===== src/rtl/row_deserializer_if.sv =====
// Valid/ready bus for row_deserializer: LANES-bit beat input side and DATA_SIZE-bit word output side.
// The slave modport is the deserializer's view; master is the producer/consumer view.
interface row_deserializer_if #(
  parameter int unsigned DATA_SIZE = 64,
  parameter int unsigned LANES     = 1
);
  logic [LANES-1:0]     in_data;
  logic                 in_valid;
  logic                 in_ready;
  logic [DATA_SIZE-1:0] out_data;
  logic                 out_valid;
  logic                 out_ready;

  modport master (
    output in_data,
    output in_valid,
    input  in_ready,
    input  out_data,
    input  out_valid,
    output out_ready
  );

  modport slave (
    input  in_data,
    input  in_valid,
    output in_ready,
    output out_data,
    output out_valid,
    input  out_ready
  );
endinterface


===== src/rtl/row_deserializer.sv =====
// Multi-lane valid/ready deserializer: packs DATA_SIZE/LANES beats into one word, first beat on top.
// Define DESER_DOUBLE_BUFFER_EN to add an output register so assembly overlaps the downstream wait.
module row_deserializer #(
  parameter int unsigned DATA_SIZE = 64,
  parameter int unsigned LANES     = 1
) (
  input  logic              i_clk,
  input  logic              i_rst,
  input  logic              i_clr,
  row_deserializer_if.slave io_bus
);
  localparam int unsigned      BEATS    = DATA_SIZE / LANES;
  localparam int unsigned      CNT_W    = (BEATS > 1) ? $clog2(BEATS) : 1;
  localparam logic [CNT_W-1:0] LAST_CNT = CNT_W'(BEATS - 1);

  if ((LANES == 0) || (DATA_SIZE % LANES != 0)) begin : g_bad_cfg
    $error("row_deserializer: LANES must divide DATA_SIZE exactly");
  end

  typedef enum logic {
    StFill = 1'b0,
    StHold = 1'b1
  } state_e;

  state_e               r_state;
  state_e               w_state_next;
  logic [CNT_W-1:0]     r_count;
  logic [CNT_W-1:0]     w_count_next;
  logic [DATA_SIZE-1:0] r_shift;
  logic [DATA_SIZE-1:0] w_shift_next;
  logic [DATA_SIZE-1:0] w_shifted;
  logic                 w_last;

  // Incoming beat enters at the bottom; a full-width beat simply replaces the register.
  if (LANES == DATA_SIZE) begin : g_direct
    assign w_shifted = io_bus.in_data;
  end else begin : g_shift
    assign w_shifted = {r_shift[DATA_SIZE-LANES-1:0], io_bus.in_data};
  end

  assign w_last          = (r_count == LAST_CNT);
  assign io_bus.in_ready = (r_state == StFill);

`ifdef DESER_DOUBLE_BUFFER_EN
  logic [DATA_SIZE-1:0] r_out_data;
  logic [DATA_SIZE-1:0] w_out_data_next;
  logic                 r_out_valid;
  logic                 w_out_valid_next;
  logic                 w_out_free;

  // The output register can take a new word if empty or being consumed this cycle.
  assign w_out_free = !r_out_valid || io_bus.out_ready;

  always_comb begin
    w_state_next     = r_state;
    w_count_next     = r_count;
    w_shift_next     = r_shift;
    w_out_data_next  = r_out_data;
    w_out_valid_next = r_out_valid && !io_bus.out_ready;
    unique case (r_state)
      StFill: begin
        if (i_clr) begin
          w_count_next = '0;
          w_shift_next = '0;
        end else if (io_bus.in_valid) begin
          w_shift_next = w_shifted;
          if (w_last) begin
            w_count_next = '0;
            if (w_out_free) begin
              w_out_data_next  = w_shifted;
              w_out_valid_next = 1'b1;
            end else begin
              w_state_next = StHold;
            end
          end else begin
            w_count_next = r_count + CNT_W'(1);
          end
        end
      end
      StHold: begin
        // Only reached with a word presented, so the waiting word is the one CLR may drop.
        if (i_clr) begin
          w_shift_next = '0;
          w_state_next = StFill;
        end else if (io_bus.out_ready) begin
          w_out_data_next  = r_shift;
          w_out_valid_next = 1'b1;
          w_state_next     = StFill;
        end
      end
      default: w_state_next = StFill;
    endcase
  end

  always_ff @(posedge i_clk or posedge i_rst) begin
    if (i_rst) begin
      r_out_data  <= '0;
      r_out_valid <= 1'b0;
    end else begin
      r_out_data  <= w_out_data_next;
      r_out_valid <= w_out_valid_next;
    end
  end

  assign io_bus.out_data  = r_out_data;
  assign io_bus.out_valid = r_out_valid;
`else
  always_comb begin
    w_state_next = r_state;
    w_count_next = r_count;
    w_shift_next = r_shift;
    unique case (r_state)
      StFill: begin
        if (i_clr) begin
          w_count_next = '0;
          w_shift_next = '0;
        end else if (io_bus.in_valid) begin
          w_shift_next = w_shifted;
          if (w_last) begin
            w_count_next = '0;
            w_state_next = StHold;
          end else begin
            w_count_next = r_count + CNT_W'(1);
          end
        end
      end
      StHold: begin
        // The held word is already presented, so CLR cannot touch it.
        if (io_bus.out_ready) begin
          w_state_next = StFill;
        end
      end
      default: w_state_next = StFill;
    endcase
  end

  assign io_bus.out_data  = r_shift;
  assign io_bus.out_valid = (r_state == StHold);
`endif

  always_ff @(posedge i_clk or posedge i_rst) begin
    if (i_rst) begin
      r_state <= StFill;
    end else begin
      r_state <= w_state_next;
    end
  end

  always_ff @(posedge i_clk or posedge i_rst) begin
    if (i_rst) begin
      r_count <= '0;
      r_shift <= '0;
    end else begin
      r_count <= w_count_next;
      r_shift <= w_shift_next;
    end
  end
endmodule


===== src/flat_wrapper.sv =====
// flat-port wrapper written by rule: the top's interface ports become plain ports
module row_deserializer_flat 
#(
  parameter int unsigned DATA_SIZE = 64,
  parameter int unsigned LANES     = 1
)
  (i_clk, i_rst, i_clr, io_bus_in_data, io_bus_in_valid, io_bus_in_ready, io_bus_out_data, io_bus_out_valid, io_bus_out_ready);
  row_deserializer_if #(.DATA_SIZE(DATA_SIZE), .LANES(LANES)) io_bus_i ();
  input  logic i_clk;
  input  logic i_rst;
  input  logic i_clr;
  input wire logic [$bits(io_bus_i.in_data)-1:0] io_bus_in_data;
  input wire logic [$bits(io_bus_i.in_valid)-1:0] io_bus_in_valid;
  output wire logic [$bits(io_bus_i.in_ready)-1:0] io_bus_in_ready;
  output wire logic [$bits(io_bus_i.out_data)-1:0] io_bus_out_data;
  output wire logic [$bits(io_bus_i.out_valid)-1:0] io_bus_out_valid;
  input wire logic [$bits(io_bus_i.out_ready)-1:0] io_bus_out_ready;
  assign io_bus_i.in_data = io_bus_in_data;
  assign io_bus_i.in_valid = io_bus_in_valid;
  assign io_bus_in_ready = io_bus_i.in_ready;
  assign io_bus_out_data = io_bus_i.out_data;
  assign io_bus_out_valid = io_bus_i.out_valid;
  assign io_bus_i.out_ready = io_bus_out_ready;
  row_deserializer #(.DATA_SIZE(DATA_SIZE), .LANES(LANES)) u_core (.i_clk(i_clk), .i_rst(i_rst), .i_clr(i_clr), .io_bus(io_bus_i));
endmodule

===== config.mk =====
export PLATFORM = sky130hd
export DESIGN_NAME = row_deserializer_flat
export DESIGN_NICKNAME = d
export VERILOG_FILES = /design/src/rtl/row_deserializer_if.sv /design/src/rtl/row_deserializer.sv /design/src/flat_wrapper.sv
export SDC_FILE = /design/constraint.sdc
export NUM_CORES = 1
export LEC_CHECK = 0
export ABC_AREA = 1
export BUFFER_PORTS_ARGS = -buffer_cell sky130_fd_sc_hd__buf_2
export CAP_MARGIN = 20
export CORE_MARGIN = 2
export CORE_UTILIZATION = 40
export DETAILED_ROUTE_END_ITERATION = 6
export HOLD_SLACK_MARGIN = 0.15
export PLACE_DENSITY_LB_ADDON = 0.3
export RECOVER_POWER = 50
export SETUP_SLACK_MARGIN = 0.5
export SLEW_MARGIN = 20
export SYNTH_ARGS = -nofsm -noshare
export SYNTH_HDL_FRONTEND = slang
export SYNTH_SLANG_ARGS = --single-unit

===== constraint.sdc =====
create_clock -name i_clk -period 3.3 [get_ports i_clk]
set_clock_uncertainty 0.1 [all_clocks]
set_input_delay 0.33 -clock i_clk [delete_from_list [all_inputs] [get_ports i_clk]]
set_output_delay 0.33 -clock i_clk [all_outputs]
set_load 0.005 [all_outputs]

# Word-level counts from Yosys, hierarchy flattened
# Cells that the tools add are included.
# totals
ff_bits,71
latchBits,0
mem_bits_rw,0
romBits,0
input_bits,6
output_inout_bits,66
word_cells,18
mem_count,0
# classes
n_addsub,1
mul,0
div_mod_pow,0
magnitude_cmp,0
eq_ne,1
shift,0
muxes,10
bitwise_logic,1
n_reduce_logical,2
# ops
operator,n
two-way mux 64 bit,2
two-way mux 6 bit,3
adder 6 x 1 -> 6 bit (second input constant),1
== test 6 bit (second input constant),1
two-way mux 1 bit,4
one-hot mux 1 bit (2 select lines),1
AND reduction 2 bit,1
nonzero test 2 bit,1
inverter 1 bit,1

# Longest topological paths before layout
# Gate-level depths: netlist of the first run.
# depth
depth_word,5
ltp_mapped,8
ltp_nobuf,7

# Worst setup path after synthesis of the first run
# OpenSTA, ideal clock, no wires.
# synth_path
kind,reg-to-reg
startpoint,"register u_core.r_state, in the netlist u_core.io_bus.out_valid"
endpoint,"register u_core.r_shift[10], in the netlist u_core.io_bus.out_data[10]"
setup_time_ns,0.125
arrival_time_ns,0.973
required_time_ns,3.075
path_slack_ns,2.102
path_stages_with_launch,7
n_path_buf,2
period_less_slack_ns,1.198
cell_sequence,dfrtp_1 > inv_2 > nand2_1 > nand2_2 > buf_6 > buf_4 > o22ai_1
# synth_between
elab_chain_len,2
# synth_rtl
element,line_no,text
"start, declared",row_deserializer.sv:25,state_e r_state;
"start signal, assigned",row_deserializer.sv:143,r_state <= StFill;
"start signal, assigned",row_deserializer.sv:145,r_state <= w_state_next;
inverter 1 bit (no line),--,
via io_bus_in_ready,flat_wrapper.sv:14,output wire logic [$bits(io_bus_i.in_ready)-1:0] io_bus_in_ready;
AND reduction 2 bit (no line),--,
"end signal, assigned",row_deserializer.sv:155,r_shift <= w_shift_next;
"end, declared",row_deserializer.sv:29,logic [DATA_SIZE-1:0] r_shift;
# The timed path passes the listed nets, and every way through them passes these cells.
# A chain may end at the register's enable or synchronous reset.

# Final worst setup path of the first run
# layout_path
startpoint,"register u_core.r_state, in the netlist u_core.io_bus.out_valid"
endpoint,register u_core.r_count[5]
# layout_between
elab_chain_len,2
# layout_rtl
element,line_no,text
inverter 1 bit (no line),--,
AND reduction 2 bit (no line),--,
"end signal, assigned",row_deserializer.sv:154,r_count <= w_count_next;
"end, declared",row_deserializer.sv:27,logic [CNT_W-1:0] r_count;
# Every way passes these cells.

==> summary.txt, run 1 <==
Outcome
  • Status: finished, final reports clean

Synthesis
  • Syn Area/Cell: 10.5 um^2
  • Register area share after synthesis: 64.6%
  • Synth Instances: 263
  • Mux contribution to synthesized area: 0%
  • Simple-gate area share of the yosys netlist: 4.60%
  • #FFs+latches synth: 71
  • Mapped Nets: 270
  • Synth Area in Compound Gates: 16.4%
  • Post-synthesis cell type count: 16
  • Xor/xnor share of the synthesized area: 0%
  • Cell Area, Synth: 0.00275 mm^2
  • Largest family of logic cells by synthesized area: compound AO/OA/AOI/OAI gates
  • Total of warnings raised by yosys: 0
  • Adder-Cell Fraction of Synth Area: 0.455%

Layout
  • Final net count: 345
  • Layout cells sized above 1: 18.1%
  • Layout Utilization: 49.8%
  • Fill cells: 662
  • Diode count: 0
  • Layout area overhead: 21.6%
  • Non-Filler Instances: 423

Placement
  • HPWL Detailed: 3.80 mm
  • Total placed cells including tap cells: 404
  • Port Buf Inserts: 71
  • Placer Congestion: 0.803

Setup path
  • Critical Path AT: 2.35 ns
  • Data required time of the critical path: 3.47 ns
  • Worst Setup Start Kind: flip-flop
  • FF-to-FF setup slack: 1.13 ns
  • FF-to-FF Start: u_core.io_bus.out_valid
  • Crit end category: flip-flop
  • RR Endpoint: u_core.r_count[5]
  • Max Fanout on Critical Path: 43
  • Crit. Startpoint: u_core.io_bus.out_valid
  • Path depth of the worst reg2reg path: 6
  • Worst setup path category: reg2reg

Clock network
  • Post-CTS setup buffers: 0
  • Worst-skew pair later-pin latency: 0.33 ns
  • Clock-pin slew on the worst setup and hold paths: 0.07 ns
  • Num Clock Sinks: 71
  • Cts hold-fix bufs: 3
  • H-tree depth: 3
  • TritonCTS clock tree: yes
  • Total CTS buffers: 9
  • CTS root buffer: clkbuf_8
  • Clock Tree Buf Depth: 2
  • Post-CTS sizing: 0

Hold path
  • Hold path endpoint: u_core.r_count[1]
  • HP Class: in2reg
  • Hold Path Depth: 4
  • Hold Path Origin: i_clr

Timing
  • Final Hold Viols: 0
  • Fin. max-slew vios: 0
  • Fin Setup TNS: 0 ns
  • Worst slew margin: 6.23%
  • Worst Tran Pin Value: 1.41 ns
  • RSZ-0062 raised after global routing: false
  • Setup violators final: 0
  • Crit path time final: 2.17 ns
  • Max frequency: 460 MHz
  • Crit share post-route: 65.8%

Routing
  • Wire per inst: 13.5 um
  • First drt pass iteration count: 4
  • Number of DRC markers in iteration 0: 107
  • Vias: 2054
  • Remaining DRCs: 0
  • Antenna-violating nets left: 0
  • Final WL: 5.69 mm
  • Via density: 4.86

Power and ir drop
  • Leakage power: 1.59 nW
  • Total power: 1.74 mW
  • Power Density: 519 mW/mm^2
  • Maximum vdd drop: 0.245 mV

Floorplan
  • Width of the die: 86.9 um
  • Die height: 86.9 um
  • Core area: 0.00672 mm^2
  • # IOs: 72
  • Starting Density: 40.9%
  • Row count: 30
  • DIE AREA: 0.00755 mm^2

Global route
  • All-layer global routing usage: 16.1%
  • Total grt overflow: 0
  • First-pass GRT wire length: 9.40 mm
  • Initial antenna violation count: 0
  • Vias in the first global route: 2025
  • Largest net degree at the start of global routing: 45

Flow run
  • Max_cap viols: 0
## cells in the mapped netlist (all sizes together)
cell | instances | area, um^2
nor2 | 6 | 22.5
nand2 | 19 | 73.8
buf | 14 | 113
ha | 1 | 12.5
nand3 | 6 | 30.0
dfrtp | 71 | 1780
o22ai | 63 | 394
inv | 72 | 270
o21bai | 1 | 7.51
a21oi | 2 | 10.0
o21ai | 8 | 40.0
## critical path, cell delays in order, from the launching register on
cell,delay [ns]
dfrtp_1,0.37
inv_1,0.13
nand3_1,0.60
buf_4,0.53
nor2_1,0.22
nand3_1,0.09
nand2_1,0.06
## cells by family (layout without fill, tap and decap cells)
| family | count (synthesis) | in the layout |
|---|---|---|
| compound gates | 74 | 74 |
| buf+inv | 86 | 166 |
| simple gates | 31 | 31 |
| fa+ha+maj | 1 | 1 |
| flops | 71 | 71 |
## through the flow
stage	hold WS, ns	cell area [um^2]	setup WS, ns
2_1_floorplan	0.329	2750	1.07
3_3_place_gp	0.389	3130	1.43
3_5_place_dp	0.386	3130	1.36
4_1_cts	0.221	3390	1.37
5_1_grt	0.233	3340	0.864
6_report	0.237	3340	1.13
## cells in the final DEF (no fill, tap or decap)
cell type and count:
o21bai_1 1, a21oi_1 2, dfrtp_1 71, clkbuf_1 30
nand2_2 1, nor2_1 6, ha_1 1, nand3_1 6
o21ai_1 3, inv_2 1, inv_6 1, buf_2 40
clkinv_2 2, clkbuf_8 11, nand2_1 18, dlygate4sd3_1 3
bufinv_16 2, o22ai_1 63, inv_1 71, buf_1 1
o21ai_0 5, buf_4 4
## state kept, by name, summed over array words and instances, names as in the netlist
register and flops:
u_core.io_bus.out_data 64, u_core.io_bus.out_valid 1, u_core.r_count 6
## how the worst max path moves through the flow
stage / cells after the start / to / slack, ns
finish: 6 / u_core.r_count[5] / 1.13
global route: 6 / u_core.r_count[0] / 0.86
CTS: 5 / u_core.io_bus.out_data[42] / 1.37
detailed placement: 5 / u_core.io_bus.out_data[30] / 1.36
global placement: 5 / u_core.io_bus.out_data[42] / 1.43
floorplan: 1 / u_core.io_bus.out_data[0] / 1.07
## final cells by class
class	instances	area [um^2]	area share [%]
tap	80	100	2.99
multi-input combinational	106	591	17.7
inverter	72	270	8.08
timing repair buffer	78	377	11.3
clock buffer	11	151	4.53
clock inverter	5	78.8	2.36
sequential	71	1780	53.1
## power by group
group | internal (mW) | switching (mW)
Clock | 0.467 | 0.318
Combinational | 0.0179 | 0.0532
Sequential | 0.875 | 0.00406
## metal layers
layer  GRT usage, %  routed length [um]  vias to the layer above
li1               -                   -                     1016
met1           21.1                2660                      992
met2           24.8                2700                       42
met3           3.70                 250                        4
met4           8.52                  74                        0
met5              0                   0                        -
Note: power is estimated with default switching activity, not from simulation.
==> inputs of run 2 (changes only) <==
- clock period: 3.3 -> 1.75 ns (I/O delays scaled with it)
==> summary.txt, run 2 (synthesis results as in run 1) <==
Hold path
  • Hold path endpoint: u_core.r_count[3] (was u_core.r_count[1])
  • Hold Path Origin: i_clr (unchanged)
  • HP Class: in2reg (unchanged)
  • Hold Path Depth: 4 (unchanged)

Timing
  • Crit path time final: 1.35 ns
  • Fin Setup TNS: 0 ns (unchanged)
  • Setup violators final: 0 (unchanged)
  • RSZ-0062 raised after global routing: true (was false)
  • Worst Tran Pin Value: 0.520 ns (was 1.41 ns)
  • Final Hold Viols: 0 (unchanged)
  • Worst slew margin: 65.3% (was 6.23%)
  • Max frequency: 739 MHz
  • Crit share post-route: 77.3%
  • Fin. max-slew vios: 0 (unchanged)

Setup path
  • Path depth of the worst reg2reg path: 4 (was 6)
  • Crit. Startpoint: i_rst (was u_core.io_bus.out_valid)
  • Worst setup path category: in2async (was reg2reg)
  • Worst Setup Start Kind: primary input (was flip-flop)
  • Crit end category: asynchronous set/reset pin (was flip-flop)
  • Data required time of the critical path: 2.12 ns (was 3.47 ns)
  • FF-to-FF Start: u_core.io_bus.out_valid (unchanged)
  • Critical Path AT: 1.73 ns (was 2.35 ns)
  • RR Endpoint: u_core.io_bus.out_data[5] (was u_core.r_count[5])
  • Max Fanout on Critical Path: 30 (was 43)
  • FF-to-FF setup slack: 0.45 ns (was 1.13 ns)

Clock network
  • Total CTS buffers: 9 (unchanged)
  • CTS root buffer: clkbuf_8 (unchanged)
  • Worst-skew pair later-pin latency: 0.34 ns (was 0.33 ns)
  • H-tree depth: 3 (unchanged)
  • TritonCTS clock tree: yes (unchanged)
  • Num Clock Sinks: 71 (unchanged)
  • Cts hold-fix bufs: 4 (was 3)
  • Clock Tree Buf Depth: 2 (unchanged)
  • Clock-pin slew on the worst setup and hold paths: 0.07 ns (about the same)

Floorplan
  • Die height: 86.9 um (unchanged)
  • Core area: 0.00672 mm^2 (unchanged)
  • Row count: 30 (unchanged)
  • DIE AREA: 0.00755 mm^2 (unchanged)
  • Width of the die: 86.9 um (unchanged)
  • Starting Density: 40.9% (unchanged)
  • # IOs: 72 (unchanged)

Layout
  • Layout Utilization: 56.3% (was 49.8%)
  • Fill cells: 588 (was 662)
  • Non-Filler Instances: 437 (was 423)
  • Number of flip-flops in the largest register: 64 (unchanged)
  • Multi-input gate area: 762 um^2 (was 591 um^2)
  • Layout cells sized above 1: 32.2% (was 18.1%)
  • Most frequent cells in the layout: dfrtp_1, inv_1, buf_2 (was inv_1, dfrtp_1, o22ai_1)
  • Diode count: 0 (unchanged)
  • Fin area: 0.00378 mm^2 (was 0.00334 mm^2)
  • Register area: 0.00178 mm^2 (unchanged)
  • Most common cell after layout, fill and taps aside: dfrtp_1
  • Final net count: 359 (was 345)
  • Layout area overhead: 37.6% (was 21.6%)

Global route
  • First-pass GRT wire length: 9.51 mm (was 9.40 mm)
  • Total grt overflow: 0 (unchanged)
  • Initial antenna violation count: 0 (unchanged)
  • Vias in the first global route: 1954 (was 2025)
  • Largest net degree at the start of global routing: 34 (was 45)
  • All-layer global routing usage: 16.6% (was 16.1%)

Placement
  • Post-DP Area: 0.00319 mm^2 (was 0.00313 mm^2)
  • Placer Congestion: 0.775 (was 0.803)
  • HPWL Detailed: 3.85 mm (was 3.80 mm)
  • Total placed cells including tap cells: 407 (was 404)
  • Port Buf Inserts: 71 (unchanged)

Routing
  • Via density: 4.97 (was 4.86)
  • Highest routed layer: met4 (unchanged)
  • Final WL: 6.70 mm (was 5.69 mm)
  • Number of DRC markers in iteration 0: 81 (was 107)
  • Vias: 2171 (was 2054)
  • Met3 routed WL: 363 um (was 250 um)
  • Met1 WL: 3.02 mm (was 2.66 mm)
  • Wire per inst: 15.3 um (was 13.5 um)
  • First drt pass iteration count: 4 (unchanged)
  • Antenna-violating nets left: 0 (unchanged)
  • Remaining DRCs: 0 (unchanged)
  • Met2 WL: 3.23 mm (was 2.70 mm)

Outcome
  • Status: finished, final reports clean (unchanged)

Flow run
  • Max_cap viols: 0 (unchanged)

Power and ir drop
  • Maximum vdd drop: 0.487 mV (was 0.245 mV)
  • Power Density: 883 mW/mm^2 (was 519 mW/mm^2)
  • Leakage power: 1.83 nW (was 1.59 nW)
run 2: cell count changes in the layout (fill, tap and decap cells not counted), moves of 5 or more:
cell,previous run,this run
clkbuf_1,30,9
buf_2,40,61
clkbuf_16,0,5
o22ai_2,0,6
o22ai_1,63,54
run 2: routing by layer:
metal | track usage [%] | vias to the layer above
li1 | - | 1051
met1 | 22.2 | 1058
met2 | 25.2 | 53
met3 | 5.02 | 9
met4 | 6.82 | 0
met5 | 0 | -
run 2: how the worst max path moves through the flow:
stage / to / slack, ns
finish: u_core.io_bus.out_data[36] / 0.40
global route: u_core.io_bus.out_data[37] / 0.24
CTS: u_core.r_count[0] / 0.47
detailed placement: u_core.io_bus.out_data[29] / 0.38
global placement: u_core.io_bus.out_data[41] / 0.43
floorplan: u_core.io_bus.out_data[10] / 0.55
run 2: report_power, final:
group / leakage [nW] / switching [mW] / total, mW / internal, mW
Combinational: 0.724 / 0.139 / 0.235 / 0.0957
Sequential: 0.989 / 0.0116 / 1.66 / 1.65
Clock: 0.116 / 0.609 / 1.45 / 0.836
Total: 1.83 / 0.760 / 3.34 / 2.58
run 2: critical path, cell delays in order:
cell	delay, ns
dlygate4sd3_1	0.54
clkbuf_1	0.12
clkinvlp_4	0.36
clkbuf_4	0.51
run 2: through the flow:
| stage | worst slack (ns) | power, mW | hold WS, ns |
|---|---|---|---|
| floorplan | 0.552 | 1.80 | 0.174 |
| global placement | 0.429 | 1.84 | 0.146 |
| detailed placement | 0.376 | 1.84 | 0.150 |
| CTS | 0.467 | 3.31 | 0.0980 |
| global route | 0.237 | 3.46 | 0.139 |
| finish | 0.396 | 3.34 | 0.125 |
run 2: what timing repair did:
action / 4_1_cts / 5_1_grt
endpoints found under the setup margin: 62 / 64
cloned: 1 / 6
endpoints found under the hold margin: 30 / 1
setup buffers: 1 / 2
pin swaps: 1 / 7
gates resized for setup: 3 / 34
run 2: layout make-up:
cell class / count / area share (%)
Tap cell: 80 / 2.65
Timing Repair Buffer: 91 / 17.1
Multi-Input combinational cell: 107 / 20.1
Inverter: 72 / 7.31
Clock inverter: 6 / 2.22
Sequential cell: 71 / 47.0
Clock buffer: 10 / 3.64
==> inputs of run 3 (changes only) <==
- clock period: 1.75 -> 1.4 ns (I/O delays scaled with it)
==> summary.txt, run 3 (synthesis results as in run 1) <==
Outcome
  • Status: finished with violations (was finished, final reports clean)
  • Failing checks: hold timing

Layout
  • Final net count: 388 (was 359)
  • Multi-input gate area: 767 um^2 (was 762 um^2)
  • Fin area: 0.00401 mm^2 (was 0.00378 mm^2)
  • Number of flip-flops in the largest register: 64 (unchanged)
  • Layout cells sized above 1: 39.7% (was 32.2%)
  • Fill cells: 556 (was 588)
  • Most frequent cells in the layout: dfrtp_1, inv_1, buf_2 (unchanged)
  • Non-Filler Instances: 465 (was 437)
  • Register area: 0.00178 mm^2 (unchanged)
  • Most common cell after layout, fill and taps aside: dfrtp_1 (unchanged)
  • Diode count: 0 (unchanged)
  • Layout area overhead: 45.9% (was 37.6%)

Timing
  • Max frequency: 769 MHz
  • Worst Tran Pin Value: 0.758 ns (was 0.520 ns)
  • Setup violators final: 0 (unchanged)
  • Final Hold Viols: 11 (was 0)
  • Crit share post-route: 92.9%
  • RSZ-0062 raised after global routing: true (unchanged)
  • Fin Hold WS: -0.278 ns (was 0.125 ns)
  • Worst Slack Setup Final: 0.0990 ns (was 0.396 ns)
  • Worst slew margin: 49.4% (was 65.3%)
  • Crit path time final: 1.30 ns
  • Fin. max-slew vios: 0 (unchanged)
  • Fin Setup TNS: 0 ns (unchanged)

Routing
  • Final WL: 6.91 mm (was 6.70 mm)
  • First drt pass iteration count: 4 (unchanged)
  • Via density: 4.90 (was 4.97)
  • Remaining DRCs: 0 (unchanged)
  • Antenna-violating nets left: 0 (unchanged)
  • Vias: 2279 (was 2171)
  • Wire per inst: 14.8 um (was 15.3 um)
  • Number of DRC markers in iteration 0: 87 (was 81)

Global route
  • Initial antenna violation count: 0 (unchanged)
  • First-pass GRT wire length: 10.2 mm (was 9.51 mm)
  • Total grt overflow: 0 (unchanged)
  • Vias in the first global route: 2170 (was 1954)
  • All-layer global routing usage: 17.4% (was 16.6%)
  • Largest net degree at the start of global routing: 35 (was 34)

Clock network
  • Clock-pin slew on the worst setup and hold paths: 0.08 ns (was 0.07 ns)
  • Clock Tree Buf Depth: 2 (unchanged)
  • Num Clock Sinks: 71 (unchanged)
  • H-tree depth: 3 (unchanged)
  • Total CTS buffers: 9 (unchanged)
  • TritonCTS clock tree: yes (unchanged)
  • Worst-skew pair later-pin latency: 0.35 ns (was 0.34 ns)
  • CTS root buffer: clkbuf_8 (unchanged)
  • Cts hold-fix bufs: 2 (was 4)

Power and ir drop
  • Power Density: 965 mW/mm^2 (was 883 mW/mm^2)
  • Maximum vdd drop: 0.451 mV (was 0.487 mV)
  • Total power: 3.87 mW (was 3.34 mW)
  • Leakage power: 1.99 nW (was 1.83 nW)

Setup path
  • RR Endpoint: u_core.io_bus.out_data[3] (was u_core.io_bus.out_data[5])
  • Worst Setup Start Kind: flip-flop (was primary input)
  • Critical Path AT: 1.43 ns (was 1.73 ns)
  • FF-to-FF Start: u_core.io_bus.out_valid (unchanged)
  • FF-to-FF setup slack: 0.1 ns (was 0.45 ns)
  • Worst setup path category: reg2reg (was in2async)
  • Path depth of the worst reg2reg path: 6 (was 4)
  • Max Fanout on Critical Path: 6 (was 30)
  • Data required time of the critical path: 1.53 ns (was 2.12 ns)
  • Crit end category: flip-flop (was asynchronous set/reset pin)

Floorplan
  • Row count: 30 (unchanged)
  • Width of the die: 86.9 um (unchanged)
  • Starting Density: 40.9% (unchanged)
  • Core area: 0.00672 mm^2 (unchanged)
  • # IOs: 72 (unchanged)
  • Die height: 86.9 um (unchanged)
  • DIE AREA: 0.00755 mm^2 (unchanged)

Placement
  • HPWL Detailed: 3.98 mm (was 3.85 mm)
  • Total placed cells including tap cells: 410 (was 407)
  • Place WS: 0.0912 ns (was 0.376 ns)
  • Port Buf Inserts: 71 (unchanged)
  • Placer Congestion: 0.739 (was 0.775)
  • Post-DP Area: 0.00325 mm^2 (was 0.00319 mm^2)

Hold path
  • HP Class: in2async (was in2reg)

Flow run
  • Max_cap viols: 0 (unchanged)
## run 3: changes by cell type in the layout (fill, tap and decap cells not counted), moves of 3 or more
cell	change
buf_2	+4
o22ai_1	-7
buf_4	+28
buf_12	+3
o22ai_2	+9
## run 3: final cells by class
| type | count | area share, % |
|---|---|---|
| timing repair buffer | 121 | 22.9 |
| sequential | 71 | 44.3 |
| clock inverter | 3 | 0.468 |
| multi-input combinational | 106 | 19.1 |
| inverter | 72 | 6.83 |
| tap | 80 | 2.50 |
| clock buffer | 12 | 3.87 |
## run 3: worst max path at each step
stage | cells after the start | end | slack, ns | from
floorplan | 6 | u_core.io_bus.out_data[10] | 0.23 | u_core.io_bus.out_valid
CTS | 6 | u_core.io_bus.out_data[48] | 0.12 | u_core.io_bus.out_valid
detailed placement | 5 | u_core.io_bus.out_data[52] | 0.09 | u_core.io_bus.out_valid
finish | 6 | u_core.io_bus.out_data[3] | 0.1 | u_core.io_bus.out_valid
global placement | 5 | u_core.io_bus.out_data[26] | 0.17 | u_core.io_bus.out_valid
global route | 8 | u_core.r_count[3] | 0.05 | u_core.io_bus.out_valid
## run 3: timing repair
action	CTS	global route
endpoints found under the setup margin	137	137
gates cloned	3	4
resized for setup	12	23
buffers inserted	17	14
endpoints found under the hold margin	76	73
pin swaps	1	5
## run 3: worst max-delay path: stages, from the launching register on
cell and delay, ns:
dfrtp_1 0.42, inv_4 0.13, nand2_4 0.08, nand2_8 0.11, buf_12 0.14, clkbuf_16 0.15, o22ai_2 0.06
## run 3: metal layers
layer	GRT usage [%]	share of wire (%)	routed length, um
met1	23.0	44	3050
met2	27.6	51	3490
met3	4.74	3.8	261
met4	6.68	1.4	99
met5	0	0	0
## run 3: report_power, final
part	internal (mW)	switching (mW)	total, mW
logic	0.144	0.177	0.321
registers	2.06	0.0113	2.07
clock network	0.728	0.746	1.47
total	2.94	0.934	3.87
## run 3: stage by stage
step	hold slack, ns	utilization [%]
2_1_floorplan	0.139	-
3_3_place_gp	0.0454	48.4
3_5_place_dp	0.0500	48.4
4_1_cts	-0.330	55.5
5_1_grt	-0.240	59.7
6_report	-0.278	59.7
